<file path="src/rtl/multicycle_mips_core.sv">
`default_nettype none
// multicycle_mips_core: multi-cycle MIPS subset with a unified ready-handshake memory port. Rev 1.0
// Define MCPU_PERF_CNT_EN to add the cycle_cnt / instret_cnt outputs.
module multicycle_mips_core #(
  parameter logic [31:0] RESET_PC  = 32'h0000_3000,
  parameter logic [31:0] HALT_WORD = 32'h0FC0_0000,
  parameter int          ADDR_W    = 32
) (
  input  logic              clk,
  input  logic              reset,
  output logic [ADDR_W-1:0] mem_addr,
  output logic              mem_rd,
  output logic              mem_wr,
  output logic [31:0]       mem_wdata,
  input  logic [31:0]       mem_rdata,
  input  logic              mem_ready,
  output logic              halted,
  output logic              illegal,
  output logic [ADDR_W-1:0] dbg_pc
`ifdef MCPU_PERF_CNT_EN
  ,
  output logic [31:0]       cycle_cnt,
  output logic [31:0]       instret_cnt
`endif
);

  localparam logic [5:0] OP_RTYPE = 6'h00;
  localparam logic [5:0] OP_LW    = 6'h23;
  localparam logic [5:0] OP_SW    = 6'h2B;
  localparam logic [5:0] OP_BEQ   = 6'h04;
  localparam logic [5:0] OP_ADDI  = 6'h08;
  localparam logic [5:0] OP_J     = 6'h02;
  localparam logic [5:0] FN_ADD   = 6'h20;
  localparam logic [5:0] FN_SUB   = 6'h22;
  localparam logic [5:0] FN_AND   = 6'h24;
  localparam logic [5:0] FN_OR    = 6'h25;
  localparam logic [5:0] FN_SLT   = 6'h2A;

  typedef enum logic [2:0] {
    S_FETCH  = 3'd0,
    S_DECODE = 3'd1,
    S_EXEC   = 3'd2,
    S_MEM    = 3'd3,
    S_WB     = 3'd4,
    S_HALT   = 3'd5
  } state_t;

  state_t              state_q, state_d;
  logic [ADDR_W-1:0]   pc_q, pc_d, target_q, target_d;
  logic [31:0]         ir_q, ir_d, a_q, a_d, b_q, b_d;
  logic [31:0]         alu_q, alu_d, mdr_q, mdr_d;
  logic                illegal_q, illegal_d;
  logic [31:0]         rf_q [32];
  logic [31:0]         rf_d [32];

  logic [5:0]  w_op, w_funct;
  logic [4:0]  w_rs, w_rt, w_rd, w_dest;
  logic [31:0] w_sext, w_opnd, w_alu, w_pc32, w_wb_val;
  logic        w_rtype_ok, w_supported, w_req_rd, w_req_wr;

  assign w_op     = ir_q[31:26];
  assign w_rs     = ir_q[25:21];
  assign w_rt     = ir_q[20:16];
  assign w_rd     = ir_q[15:11];
  assign w_funct  = ir_q[5:0];
  assign w_sext   = {{16{ir_q[15]}}, ir_q[15:0]};
  assign w_pc32   = 32'(pc_q);
  assign w_opnd   = (w_op == OP_RTYPE) ? b_q : w_sext;
  assign w_dest   = (w_op == OP_RTYPE) ? w_rd : w_rt;
  assign w_wb_val = (w_op == OP_LW) ? mdr_q : alu_q;

  assign w_rtype_ok  = (w_op == OP_RTYPE) &&
                       ((w_funct == FN_ADD) || (w_funct == FN_SUB) || (w_funct == FN_AND) ||
                        (w_funct == FN_OR)  || (w_funct == FN_SLT));
  assign w_supported = w_rtype_ok || (w_op == OP_LW) || (w_op == OP_SW) ||
                       (w_op == OP_BEQ) || (w_op == OP_ADDI) || (w_op == OP_J);

  always_comb begin
    w_alu = a_q + w_opnd;
    if (w_op == OP_RTYPE) begin
      case (w_funct)
        FN_SUB:  w_alu = a_q - b_q;
        FN_AND:  w_alu = a_q & b_q;
        FN_OR:   w_alu = a_q | b_q;
        FN_SLT:  w_alu = {31'b0, ($signed(a_q) < $signed(b_q))};
        default: w_alu = a_q + b_q;
      endcase
    end
  end

  always_comb begin
    state_d   = state_q;
    pc_d      = pc_q;
    ir_d      = ir_q;
    a_d       = a_q;
    b_d       = b_q;
    target_d  = target_q;
    alu_d     = alu_q;
    mdr_d     = mdr_q;
    illegal_d = illegal_q;
    rf_d      = rf_q;
    w_req_rd  = 1'b0;
    w_req_wr  = 1'b0;
    mem_addr  = pc_q;
    case (state_q)
      S_FETCH: begin
        w_req_rd = 1'b1;
        if (mem_ready) begin
          ir_d    = mem_rdata;
          pc_d    = pc_q + ADDR_W'(4);
          state_d = S_DECODE;
        end
      end
      S_DECODE: begin
        a_d      = rf_q[w_rs];
        b_d      = rf_q[w_rt];
        target_d = ADDR_W'(w_pc32 + (w_sext << 2));
        if (ir_q == HALT_WORD) begin
          state_d = S_HALT;
        end else if (!w_supported) begin
          state_d   = S_HALT;
          illegal_d = 1'b1;
        end else begin
          state_d = S_EXEC;
        end
      end
      S_EXEC: begin
        alu_d = w_alu;
        case (w_op)
          OP_BEQ: begin
            if (a_q == b_q) pc_d = target_q;
            state_d = S_FETCH;
          end
          OP_J: begin
            pc_d    = ADDR_W'({w_pc32[31:28], ir_q[25:0], 2'b00});
            state_d = S_FETCH;
          end
          OP_LW, OP_SW: state_d = S_MEM;
          default:      state_d = S_WB;
        endcase
      end
      S_MEM: begin
        // Data address is forced word aligned; low address bits are never driven.
        mem_addr = ADDR_W'({alu_q[31:2], 2'b00});
        w_req_rd = (w_op == OP_LW);
        w_req_wr = (w_op != OP_LW);
        if (mem_ready) begin
          if (w_op == OP_LW) begin
            mdr_d   = mem_rdata;
            state_d = S_WB;
          end else begin
            state_d = S_FETCH;
          end
        end
      end
      S_WB: begin
        if (w_dest != 5'd0) rf_d[w_dest] = w_wb_val;
        state_d = S_FETCH;
      end
      S_HALT:  state_d = S_HALT;
      default: state_d = S_FETCH;
    endcase
  end

  always_ff @(posedge clk or negedge reset) begin
    if (!reset) begin
      state_q   <= S_FETCH;
      pc_q      <= ADDR_W'(RESET_PC);
      ir_q      <= '0;
      a_q       <= '0;
      b_q       <= '0;
      target_q  <= '0;
      alu_q     <= '0;
      mdr_q     <= '0;
      illegal_q <= 1'b0;
      for (int i = 0; i < 32; i++) rf_q[i] <= '0;
    end else begin
      state_q   <= state_d;
      pc_q      <= pc_d;
      ir_q      <= ir_d;
      a_q       <= a_d;
      b_q       <= b_d;
      target_q  <= target_d;
      alu_q     <= alu_d;
      mdr_q     <= mdr_d;
      illegal_q <= illegal_d;
      rf_q      <= rf_d;
    end
  end

  // Requests are gated by reset so they fall the instant reset is asserted.
  assign mem_rd    = w_req_rd & reset;
  assign mem_wr    = w_req_wr & reset;
  assign mem_wdata = b_q;
  assign halted    = (state_q == S_HALT);
  assign illegal   = illegal_q;
  assign dbg_pc    = pc_q;

`ifdef MCPU_PERF_CNT_EN
  logic [31:0] cycle_cnt_q, cycle_cnt_d, instret_cnt_q, instret_cnt_d;
  logic        w_retire;

  always_comb begin
    case (state_q)
      S_EXEC:  w_retire = (w_op == OP_BEQ) || (w_op == OP_J);
      S_MEM:   w_retire = mem_ready && (w_op == OP_SW);
      S_WB:    w_retire = 1'b1;
      default: w_retire = 1'b0;
    endcase
    cycle_cnt_d   = (state_q != S_HALT) ? cycle_cnt_q + 32'd1 : cycle_cnt_q;
    instret_cnt_d = w_retire ? instret_cnt_q + 32'd1 : instret_cnt_q;
  end

  always_ff @(posedge clk or negedge reset) begin
    if (!reset) begin
      cycle_cnt_q   <= '0;
      instret_cnt_q <= '0;
    end else begin
      cycle_cnt_q   <= cycle_cnt_d;
      instret_cnt_q <= instret_cnt_d;
    end
  end

  assign cycle_cnt   = cycle_cnt_q;
  assign instret_cnt = instret_cnt_q;
`else
  // Performance counters are not built in this configuration.
`endif

endmodule
`default_nettype wire
</file>
<file path="config.mk">
export PLATFORM = sky130hd
export DESIGN_NAME = multicycle_mips_core
export DESIGN_NICKNAME = d
export VERILOG_FILES = /design/src/rtl/multicycle_mips_core.sv
export SDC_FILE = /design/constraint.sdc
export NUM_CORES = 2
export LEC_CHECK = 0
export ABC_AREA = 1
export CORE_ASPECT_RATIO = 0.5
export CORE_MARGIN = 2
export CORE_UTILIZATION = 44
export CTS_CLUSTER_DIAMETER = 100
export CTS_CLUSTER_SIZE = 8
export DETAILED_ROUTE_END_ITERATION = 6
export GPL_ROUTABILITY_DRIVEN = 0
export PLACE_DENSITY = 0.59
export SYNTH_ARGS = -nofsm -noshare
export SYNTH_HDL_FRONTEND = slang
export SYNTH_SLANG_ARGS = --single-unit
</file>
<file path="constraint.sdc">
create_clock -name clk -period 9.7 [get_ports clk]
set_clock_uncertainty 0.1 [all_clocks]
set_input_delay 1.455 -clock clk [delete_from_list [all_inputs] [get_ports clk]]
set_output_delay 1.455 -clock clk [all_outputs]
set_load 0.005 [all_outputs]
</file>
==> metrics.md <==
| Metric | Value |
|---|---|
| Clock transition at path regs | `50 ps` |
| Syn nets | `10695` |
| Crit path max fanout | `61` |
| M1 GR Usage | `49.5%` |
| Area growth, synth to finish | `8.31%` |
| Hold Path Class | `flop to flop` |
| Tmin final | `5240 ps` |
| Grt ovf | `0` |
| Psw | `16.6 mW` |
| Flop2flop setup slack | `5300 ps` |
| Final core utilization | `48.0%` |
| Starting Density | `44.3%` |
| Largest net degree at the start of global routing | `193` |
| Clock sinks | `1252` |
| Slew headroom | `6.91%` |
| Slowest CP cell | `nor2_4` |
| R2R depth | `9` |
| Total number of vias | `76420` |
| LEAKAGE | `36.6 nW` |
| Clk_lat worst skew | `860 ps` |
| Maximum root-to-sink buffer count | `4` |
| Outcome | `finished clean` |
| Final Non-Filler Cells | `12424` |
| Sequential share of power | `27.3%` |
| Total length of routed wires | `322000 um` |
| Post-DP HPWL | `192000 um` |
| Final hold slack | `298 ps` |
| Syn Area/Cell | `7.20 um^2` |
| Sw frac | `52.0%` |
| Final Cycle Share | `54.1%` |
| Met2 Resource Use GR | `50.3%` |
| GRT Max-Usage Layer | `met2` |
| Via count of the first global-routing pass | `69442` |
| Cts bufs inserted | `182` |
| Final ANT Viol Nets | `0` |
| Worst setup SP type | `flop` |
| Root buf cell | `clkbuf_16` |
| Power density cells | `389 nW/um^2` |
| Top-level I/O count | `135` |
| First-pass iteration count of the detailed router | `7` |
| CTS resizes | `0` |
| Pint | `15.3 mW` |
| Overall power | `31.9 mW` |
| Actual slew at the worst max-slew pin | `1390 ps` |
| Die width | `590 um` |
| Finished Cell Area | `81900 um^2` |
| Layout Nets | `10300` |
| CTS tree | `built` |
| GRT Total Usage | `35.7%` |
| Pre-CTS setup slack | `5150 ps` |
| Area post-placement | `77200 um^2` |
| Fraction of registers with async set or reset after synthesis | `100%` |
| #FFs+latches synth | `1252` |
| Cts hold-fix bufs | `0` |
| Clock network power share | `17.9%` |
| Max-cap viol count | `0` |
| FMAX | `191 MHz` |
| Placed Cells | `12209` |
| FILL cells | `17261` |
| Initial antenna violation count | `32` |
| Layout cells sized above 1 | `4.62%` |
| Routed vias/inst | `6.15` |
| Worst EP required | `8150 ps` |
| Setup bufs post-CTS | `0` |
| Combinational Power Share | `54.8%` |
| DRC | `0` |
| Detailed Route Iter0 Violations | `11646` |
| CP arrival | `3690 ps` |
| Std cell rows | `107` |
| Chip height | `297 um` |
| Die area | `175000 um^2` |
| Maximum vdd drop | `0.216 mV` |
| Worst path cell trace | `inv_1 > nand2_1 > nor2_4 > inv_1 > nor2_1 > inv_1 > a21oi_1 > clkdlybuf4s50_1` |
| DR WL/cell | `25.9 um` |
| Number of synthesized flops with an enable pin | `0` |
| Synth unique cells | `56` |
| Core area | `171000 um^2` |
| TNS Setup | `0 ps` |
| First-pass GRT wire length | `469000 um` |
| Synthesized area | `75600 um^2` |
| Final Max Tran Viols | `0` |
| Most used cell, CP | `inv_1` |
| Finish-stage setup viols | `0` |
| PnR worst setup slack | `4460 ps` |
| Final hold viol count | `0` |
| H-tree levels | `4` |
| GR Layer Usage met3 | `11.1%` |
| Yosys warns | `0` |
| Worst Setup End Kind | `output port` |
| Mapped Cells | `10499` |
| CP Class | `flop to output port` |
| Crit path largest cell delay | `830 ps` |
| Worst hold path depth | `0` |
| Seq/Total Area, Yosys | `41.4%` |
| Ys flop type | `dfrtp_1` |
| I/O Buffers | `134` |
| Unrepaired setup endpoints after global routing | `false` |
## sequential cells by signal (all words and copies together), names as in the netlist
name       count
rf_q        1024
a_q           32
alu_q         32
dbg_pc        32
ir_q          32
mdr_q         32
mem_wdata     32
target_q      32
state_q        3
illegal        1
## cell usage in the layout, fill, tap and decap left out, drive strengths merged, types with 7 or more instances in the layout
master	synthesis	routed
xor2	45	45
nand2	2243	2243
buf	236	122
diode	0	16
o211ai	115	115
clkdlybuf4s50	0	133
nand3	448	448
a21oi	507	507
o21a	7	7
clkbuf	598	195
o21ai	2454	2454
a31oi	40	40
o21bai	15	15
or2	28	28
nor2	1084	1084
nand3b	24	24
xnor2	10	10
nand4	61	61
a21boi	8	8
inv	719	723
ha	157	157
nor4	17	17
dfrtp	1250	1250
o22ai	267	267
nor3	36	36
o221ai	86	86
and2	8	8
## power groups by stage
stage,clock (mW),combinational [mW],sequential (mW)
floorplan,0,11.2,7.89
global placement,0,16.7,8.66
detailed placement,0,16.8,8.66
CTS,5.75,16.9,8.60
global route,5.96,18.9,8.85
finish,5.71,17.5,8.70
## area by class of cell
type / instances / area [um^2] / share of cell area [%]
inverters: 722 / 2750 / 3.35
repair buffers: 255 / 2400 / 2.94
clock inverters: 4 / 42.5 / 0.0519
flip-flops and latches: 1252 / 31400 / 38.3
well taps: 2289 / 2860 / 3.50
diodes: 16 / 40.0 / 0.0489
multi-input cells: 7691 / 37800 / 46.1
clock buffers: 195 / 4670 / 5.70
## routing by layer
metal	up-vias	share of wire [%]
met3	863	13
met2	4548	40
li1	34437	-
met4	20	5.2
met5	-	0.043
met1	36552	42
## cells in the mapped netlist (10+ instances only)
cell	count	area [um^2]
xor2_1	45	394
o21bai_1	15	113
buf_6	69	777
dfrtp_1	1250	31300
nor4_1	16	100
o21ai_0	1899	9500
buf_4	18	135
xnor2_1	10	87.6
nand4_1	61	382
ha_1	157	1960
o21ai_1	521	2610
nand3_1	447	2240
nor3_1	36	180
nand2_4	30	338
or2_2	28	175
o221ai_1	86	753
a31oi_1	40	250
buf_2	104	521
o21ai_2	32	280
nand3b_1	24	180
nor2_1	1066	4000
clkbuf_1	592	2220
o211ai_1	115	863
a21oi_1	506	2530
nand2_1	2210	8300
buf_1	45	169
o22ai_1	267	1670
inv_1	710	2670
## critical path: cells and delay by family (launching register included)
kind                   cells  cell delay (ps)
AO/OA/AOI/OAI              1              130
buffers and inverters      4             1090
flip-flops                 1              410
AND/OR/NAND/NOR            3             1250
## kinds of logic after synthesis
family                     Yosys count  synth area share [%]
DFF                               1252                  41.4
xor gates and xnor gates            55                 0.637
and+or+nand+nor                   3952                  21.5
adders and majority gates          161                  2.70
buffers and inverters             1556                  8.68
AOI/OAI and AO/OA                 3523                  25.0
## path summary, 6_finish.rpt
kind                                      endpoint                    from
setup / recovery                            mem_rd  state_q[2]$_DFFE_PN0P_
hold / removal               rf_q[998]$_DFFE_PN0P_   rf_q[998]$_DFFE_PN0P_
setup reg to reg                a_q[2]$_DFFE_PN0P_    ir_q[21]$_DFFE_PN0P_
hold reg to reg              rf_q[998]$_DFFE_PN0P_   rf_q[998]$_DFFE_PN0P_
max in group asynchronous  target_q[0]$_DFFE_PN0P_                   reset
min in group asynchronous    rf_q[416]$_DFFE_PN0P_                   reset
(Power assumes the default switching activity.)
